File: config.mk
export PLATFORM = sky130hd
export DESIGN_NAME = slave_fabric
export DESIGN_NICKNAME = d
export VERILOG_FILES = /design/src/rtl/slave_fabric.sv
export SDC_FILE = /design/constraint.sdc
export NUM_CORES = 1
export LEC_CHECK = 0
export ABC_AREA = 1
export CORE_MARGIN = 5
export CORE_UTILIZATION = 40
export DETAILED_ROUTE_END_ITERATION = 8
export HOLD_SLACK_MARGIN = 0.15
export PLACE_DENSITY = 0.92
export SLEW_MARGIN = 0
export SYNTH_ARGS = -nofsm -noshare
export SYNTH_HDL_FRONTEND = slang
export SYNTH_SLANG_ARGS = --single-unit
File: constraint.sdc
create_clock -name clk -period 2.2 [get_ports clk]
set_input_delay 0.22 -clock clk [delete_from_list [all_inputs] [get_ports clk]]
set_output_delay 0.22 -clock clk [all_outputs]
set_load 0.01 [all_outputs]
File: src/rtl/slave_fabric.sv
// Single-master to N_CH-slave fabric: registered decode, one-hot chip select,
// wait-state tolerant ready handshake, timeout and error response.
module slave_fabric #(
    parameter int unsigned N_CH     = 4,
    parameter int unsigned DW       = 32,
    parameter int unsigned AW       = 16,
    parameter int unsigned MAW      = 8,
    parameter int unsigned SELW     = 2,
    parameter int unsigned TIMEOUT  = 16,
    parameter logic [31:0] ERR_DATA = 32'hDEAD_BEEF
) (
    input  logic               clk,
    input  logic               reset,
    input  logic [AW-1:0]      m_addr,
    input  logic [DW-1:0]      m_wdata,
    input  logic               m_rw_,
    input  logic               m_req_,
    output logic [DW-1:0]      m_rdata,
    output logic               m_rdy_,
    output logic               m_err,
    output logic               busy,
    output logic [N_CH-1:0]    s_cs_,
    output logic [MAW-1:0]     s_addr,
    output logic [DW-1:0]      s_wdata,
    output logic               s_rw_,
    input  logic [N_CH*DW-1:0] s_rdata,
    input  logic [N_CH-1:0]    s_rdy_,
    output logic [7:0]         err_cnt
);

    localparam int unsigned CNTW = $clog2(TIMEOUT + 1);

    typedef enum logic [1:0] {ST_IDLE, ST_ACCESS, ST_DONE} state_t;

    state_t            r_state,   w_state_nxt;
    logic [SELW-1:0]   r_sel,     w_sel_nxt;
    logic [CNTW-1:0]   r_cnt,     w_cnt_nxt;
    logic [N_CH-1:0]   r_cs_,     w_cs_nxt;
    logic [MAW-1:0]    r_addr,    w_addr_nxt;
    logic [DW-1:0]     r_wdata,   w_wdata_nxt;
    logic              r_rw_,     w_rw_nxt;
    logic              r_rdy_,    w_rdy_nxt;
    logic              r_err,     w_err_nxt;
    logic              r_busy,    w_busy_nxt;
    logic [DW-1:0]     r_rdata,   w_rdata_nxt;
    logic [7:0]        r_err_cnt, w_err_cnt_nxt;

    logic [SELW-1:0]   w_req_sel;
    logic              w_sel_rdy_;
    logic [DW-1:0]     w_sel_rdata;
    logic              w_fail;
    logic              w_unused;

    // Only the select field and the slave-local low bits of m_addr are decoded.
    assign w_unused  = ^m_addr;
    assign w_req_sel = m_addr[AW-1 -: SELW];

    // Ready/data of the channel owning the current transaction.
    always_comb begin
        w_sel_rdy_  = 1'b1;
        w_sel_rdata = '0;
        for (int unsigned i = 0; i < N_CH; i++) begin
            if (r_sel == SELW'(i)) begin
                w_sel_rdy_  = s_rdy_[i];
                w_sel_rdata = s_rdata[i*DW +: DW];
            end
        end
    end

    always_ff @(posedge clk) begin
        if (reset) begin
            r_state   <= ST_IDLE;
            r_sel     <= '0;
            r_cnt     <= '0;
            r_cs_     <= '1;
            r_addr    <= '0;
            r_wdata   <= '0;
            r_rw_     <= 1'b1;
            r_rdy_    <= 1'b1;
            r_err     <= 1'b0;
            r_busy    <= 1'b0;
            r_rdata   <= '0;
            r_err_cnt <= '0;
        end else begin
            r_state   <= w_state_nxt;
            r_sel     <= w_sel_nxt;
            r_cnt     <= w_cnt_nxt;
            r_cs_     <= w_cs_nxt;
            r_addr    <= w_addr_nxt;
            r_wdata   <= w_wdata_nxt;
            r_rw_     <= w_rw_nxt;
            r_rdy_    <= w_rdy_nxt;
            r_err     <= w_err_nxt;
            r_busy    <= w_busy_nxt;
            r_rdata   <= w_rdata_nxt;
            r_err_cnt <= w_err_cnt_nxt;
        end
    end

    // Next state plus next value of every registered output.
    always_comb begin
        w_state_nxt   = r_state;
        w_sel_nxt     = r_sel;
        w_cnt_nxt     = r_cnt;
        w_cs_nxt      = r_cs_;
        w_addr_nxt    = r_addr;
        w_wdata_nxt   = r_wdata;
        w_rw_nxt      = r_rw_;
        w_rdy_nxt     = 1'b1;
        w_err_nxt     = r_err;
        w_rdata_nxt   = r_rdata;
        w_err_cnt_nxt = r_err_cnt;
        w_fail        = 1'b0;

        case (r_state)
            ST_IDLE: begin
                if (!m_req_) begin
                    w_addr_nxt  = m_addr[MAW-1:0];
                    w_wdata_nxt = m_wdata;
                    w_rw_nxt    = m_rw_;
                    w_sel_nxt   = w_req_sel;
                    w_cnt_nxt   = '0;
                    if (32'(w_req_sel) < N_CH) begin
                        w_state_nxt = ST_ACCESS;
                        for (int unsigned i = 0; i < N_CH; i++) begin
                            if (w_req_sel == SELW'(i)) w_cs_nxt[i] = 1'b0;
                        end
                    end else begin
                        w_fail = 1'b1;
                    end
                end
            end
            ST_ACCESS: begin
                // Ready on the last allowed cycle takes priority over timeout.
                if (!w_sel_rdy_) begin
                    w_cs_nxt    = '1;
                    w_state_nxt = ST_DONE;
                    w_rdy_nxt   = 1'b0;
                    w_err_nxt   = 1'b0;
                    w_rdata_nxt = r_rw_ ? w_sel_rdata : '0;
                end else if (r_cnt == CNTW'(TIMEOUT - 1)) begin
                    w_cs_nxt = '1;
                    w_fail   = 1'b1;
                end else begin
                    w_cnt_nxt = r_cnt + CNTW'(1);
                end
            end
            ST_DONE: w_state_nxt = ST_IDLE;
            default: w_state_nxt = ST_IDLE;
        endcase

        if (w_fail) begin
            w_state_nxt = ST_DONE;
            w_rdy_nxt   = 1'b0;
            w_err_nxt   = 1'b1;
            w_rdata_nxt = DW'(ERR_DATA);
            if (r_err_cnt != 8'hFF) w_err_cnt_nxt = r_err_cnt + 8'd1;
        end

        w_busy_nxt = (w_state_nxt != ST_IDLE);
    end

    assign m_rdata = r_rdata;
    assign m_rdy_  = r_rdy_;
    assign m_err   = r_err;
    assign busy    = r_busy;
    assign s_cs_   = r_cs_;
    assign s_addr  = r_addr;
    assign s_wdata = r_wdata;
    assign s_rw_   = r_rw_;
    assign err_cnt = r_err_cnt;

endmodule

; ---- Word-level counts from Yosys, hierarchy flattened
; Index checks and enable logic that the tools add are counted.
[word_totals]
register_bits = 97
inputBits = 184
out_inout_bits = 88
elab_cells = 91
[op_classes]
n_addsub = 2
eq_ne = 18
muxes = 37
bitwise_logic = 2
n_reduce_logical = 16
[ops]
columns = op, count
row1 = 2-to-1 mux 32 bit, 8
row2 = AND reduction 4 bit, 5
row3 = 2-to-1 mux 1 bit, 17
row4 = 2-to-1 mux 5 bit, 3
row5 = != test 2 bit (second input constant), 7
row6 = 2-to-1 mux 4 bit, 3
row7 = one-hot mux 5 bit (2 select lines), 1
row8 = adder 8 x 1 -> 8 bit (second input constant), 1
row9 = == test 2 bit (second input constant), 4
row10 = != test 8 bit (second input constant), 1
row11 = one-hot mux 4 bit (2 select lines), 1
row12 = AND reduction 2 bit, 4
row13 = == test 2 x 1 -> 1 bit (second input constant), 3
row14 = zero test 2 bit, 3
row15 = 2-to-1 mux 2 bit, 3
row16 = nonzero test 2 bit, 3
row17 = adder 5 x 1 -> 5 bit (second input constant), 1
row18 = == test 5 x 4 -> 1 bit (second input constant), 1
row19 = one-hot mux 2 bit (2 select lines), 1
row20 = != test 3 bit (second input constant), 1
row21 = != test 2 x 1 -> 1 bit (second input constant), 1
row22 = NOT 1 bit, 2
row23 = OR reduction 2 bit, 1

; ---- Logic depth before layout (Yosys ltp)
[logic_depth]
depth_word = 9
mapped_depth = 11
mapped_depth_nobuf = 9

; ---- Least setup slack after synthesis
; No wires, ideal clock.
[synth_path]
kind = flip-flop to flip-flop
startpoint = register r_cnt[0]
endpoint = register r_cs_[0], in the netlist s_cs_[0]
setup_ns = 0.120
t_arrival_ns = 1.390
required_time_ns = 2.080
setup_slack_ns = 0.690
path_stages_with_launch = 10
path_buffers = 1
synth_period_minus_slack_ns = 1.510
path_cell_list = dfxtp_1 -> ha_1 -> nand2_1 -> nor2_1 -> ha_1 -> buf_2 -> nand2_4 -> nand2_1 -> nor2_1 -> nand2_1
[synth_via]
elab_chain_cells = 3
[synth_rtl]
columns = element, line_no
row1 = start: declaration, 37  ; logic [CNTW-1:0] r_cnt, w_cnt_nxt;
row2 = start signal: assignment, 87  ; r_cnt <= w_cnt_nxt;
row3 = == test 5 x 4 -> 1 bit, 141  ; end else if (r_cnt == CNTW'(TIMEOUT - 1)) begin
row4 = != test 3 bit (no line), n/a
row5 = AND reduction 4 bit (no line), n/a
row6 = end signal: assignment, 88  ; r_cs_ <= w_cs_nxt;
row7 = end: declaration, 38  ; logic [N_CH-1:0] r_cs_, w_cs_nxt;
; Every way passes these cells.
; A chain may end at the register's enable or synchronous reset.

; ---- Worst setup path after layout
[layout_path]
startpoint = register r_sel[0]
endpoint = register r_rdata[7], in the netlist m_rdata[7]
[layout_via]
elab_chain_cells = 9
word_cells_on_any_way = 21
cone_classes = eq/ne (4) / mux (14) / reduce/logical (3)
[layout_rtl]
columns = element, line_no
row1 = start: declaration, 36  ; logic [SELW-1:0] r_sel, w_sel_nxt;
row2 = start signal: assignment, 86  ; r_sel <= w_sel_nxt;
row3 = zero test 2 bit, 63  ; if (r_sel == SELW'(i)) begin
row4 = 2-to-1 mux 1 bit or 2-to-1 mux 32 bit (tied branches) (4 in a row), 63
row5 = 2-to-1 mux 1 bit or 2-to-1 mux 32 bit (tied branches), "135, 140"
row6 = 2-to-1 mux 1 bit or 2-to-1 mux 32 bit (tied branches), n/a
row7 = != test 2 x 1 -> 1 bit (no line) (tied with other cells), n/a
row8 = AND reduction 2 bit (no line) or 2-to-1 mux 32 bit (tied branches), n/a
row9 = end signal: assignment, 95  ; r_rdata <= w_rdata_nxt;
row10 = end: declaration, 45  ; logic [DW-1:0] r_rdata, w_rdata_nxt;
; Several ways; a longest one is shown, not always the timed one. The select of a mux whose other input is x is not followed.

==> metrics.txt <==
# fillers=1080; Post-Synthesis Cells=752; Die Height=123 um; TritonCTS clock tree=done; pin count of the biggest net entering global routing=41; Post-Place Worst Slack=243 ps; Leak=3.41 nW; Area Overhead vs Synth=60.3%; Post-CTS Setup Inserts=0; # DRC=0; vias in the first global route=5600; fin nets=1189; ys flop type=dfxtp_1; Async S/R FF share, synth=0%; CTS sink cnt=97; post-route cell area=8140 um2; CP Capture Type=register; multi-input logic area=2610 um2; Initial DRT Pass Iterations=6; Total Power=5.24 mW; most used cell, CP=nand2_1; top cells by area, synth=dfxtp_1, nand2_1, nor2_1; Syn Area/Cell=6.75 um2; vias per cell=4.92; Seq cells post-synth=97; Hold Buf Count CTS=0; wire length per cell=15.5 um; Worst Tran Pin Value=518 ps; RR Endpoint=m_rdata[7]; Worst-Skew Late Latency=340 ps; EDFF count, synth=0; Area after DPL=7840 um2; Cell variety after synth=35; post-detail-place hpwl=14500 um; CP delay by family, top=simple AND/OR/NAND/NOR gates; crit-path max cell delay=650 ps; critical-path maximum fanout=18; register area=1940 um2; RR Startpoint=r_sel[0]; Core ar.=12500 um2; die area=15100 um2; period utilization=88.3%; register area share after synthesis=38.2%; VDD IR max=0.000521 V; setup TNS=0 ps; hold path cells=2; initial antenna violation count=0; post-CTS sizing=0; commonest non-fill, non-tap cell in the layout=clkdlybuf4s50_1; Ports=272; GR Util All Layers=23.7%; Hold Path Class=reg -> reg; Min-Delay Endpoint=s_cs_[3]; maxcap violations=0; Final WS setup=257 ps; Buffers & Inverters on Critical Path=1; share of layout cells above drive strength 1=7.55%; register clock-pin slew on the reported worst setup and hold paths=70 ps; Tmin final=1940 ps; H-Tree Depth=3; grt ovf=0; routability cong.=0.903; reg2reg path depth=8; first-pass GRT wire length=27800 um; FMAX=515 MHz; Worst setup SP type=register; # setup viols final=0; Worst EP arrival=2230 ps; Buffers on Ports=265; most frequent cells in the layout=clkdlybuf4s50_1, nand2_1, nor2_1; min-delay src=s_cs_[3]; Worst slew margin=65.4%; Iteration-0 DRC Markers=285; WS Path Type=reg -> reg; clk root buf=clkbuf_16; Critical Path RT=2480 ps; RSZ-0062 raised after global routing=false; Slew Limit Fails=0; ant diodes=0; area share of the largest cell type after synthesis=38.2%; endpoints failing hold=0; skew final=6.61 ps; status=finished, final reports clean; Die Width=123 um; Pwr per Cell Area=644 nW/um2; routed vias=5794; Final ANT Viol Nets=0; Post-Synthesis Cell Area=5080 um2; syn nets=939; initial core utilization=40.6%; CP cell instances=inv_4 > nor2_4 > nand2_1 > nand3_1 > o211ai_1 > nand2_1 > nand2_1 > a21oi_2; r2r setup slk=260 ps; WL final=18300 um; hold slack=448 ps; Synth area leader=dfxtp_1; CP max-delay cell=dfxtp_1; synth warn=0; Rows=41; Crit. Startpoint=r_sel[0]; maximum root-to-sink buffer count=2; cts bufs inserted=9
## worst register-to-register path, delay by kind of cell (launching register included)
| kind | cells | cell delay, ps |
|---|---|---|
| simple gates | 5 | 790 |
| flops | 1 | 650 |
| compound gates | 2 | 250 |
| buf+inv | 1 | 200 |
## area by class of cell
cell class,instances,share of cell area [%]
clock inverter,4,0.630
multi-input combinational,538,32.1
timing repair buffer,283,34.2
sequential,97,23.9
clock buffer,11,3.10
tap,172,2.64
inverter,73,3.43
## flip-flops by register name, summed over array words and instances (netlist names)
name     flops
m_rdata     32
r_state      2
r_cnt        5
err_cnt      8
s_addr       8
busy         1
s_cs_        4
s_rw_        1
r_sel        2
s_wdata     32
m_err        1
m_rdy_       1
## worst max-delay path by stage
stage / to / slack [ps] / depth (start not counted)
2_1_floorplan: s_cs_[0] / 690 / 9
3_3_place_gp: m_rdata[16] / 290 / 7
3_5_place_dp: m_rdata[5] / 240 / 7
4_1_cts: m_rdata[5] / 230 / 7
5_1_grt: m_rdata[25] / 50 / 8
6_report: m_rdata[7] / 260 / 8
## cell families after synthesis
group           Yosys count  share of synthesized area (%)
simple gates            380                           32.4
compound gates          150                           17.5
buf+inv                 117                           10.3
flops                    97                           38.2
xor+xnor                  5                          0.862
fa+ha+maj                 3                          0.739
## through the flow
stage | util, % | cells
global route | 65.0 | 1178
finish | 65.0 | 1178
CTS | 65.0 | 1178
floorplan | - | 752
global placement | 62.6 | 1163
detailed placement | 62.6 | 1163
## synthesized netlist by cell type (3+ instances only)
library cell and instances:
inv_1 67, dfxtp_1 97, a21oi_1 27, xor2_1 5, nand4_1 10, nand2_2 3, or2_2 6, ha_1 3
nand2_1 184, buf_4 8, o211ai_1 25, buf_2 10, nand3_1 47, clkbuf_1 20, buf_6 5, nor3_1 4
nor2_1 113, a21oi_2 19, o21ai_0 76
## layer usage
layer | part of all wire, % | vias to the layer above | wire, um | global-route usage, %
li1 | - | 2909 | - | -
met1 | 36 | 2594 | 6620 | 24.1
met2 | 48 | 253 | 8690 | 41.5
met3 | 13 | 38 | 2360 | 11.7
met4 | 3.4 | 0 | 624 | 9.59
met5 | 0 | - | 0 | 0
## power breakdown
group	switching [mW]	internal [mW]	total, mW
combinational	0.805	0.819	1.62
sequential	0.0945	1.92	2.01
clock	0.665	0.941	1.61
Power figures use the tool's default switching activity.
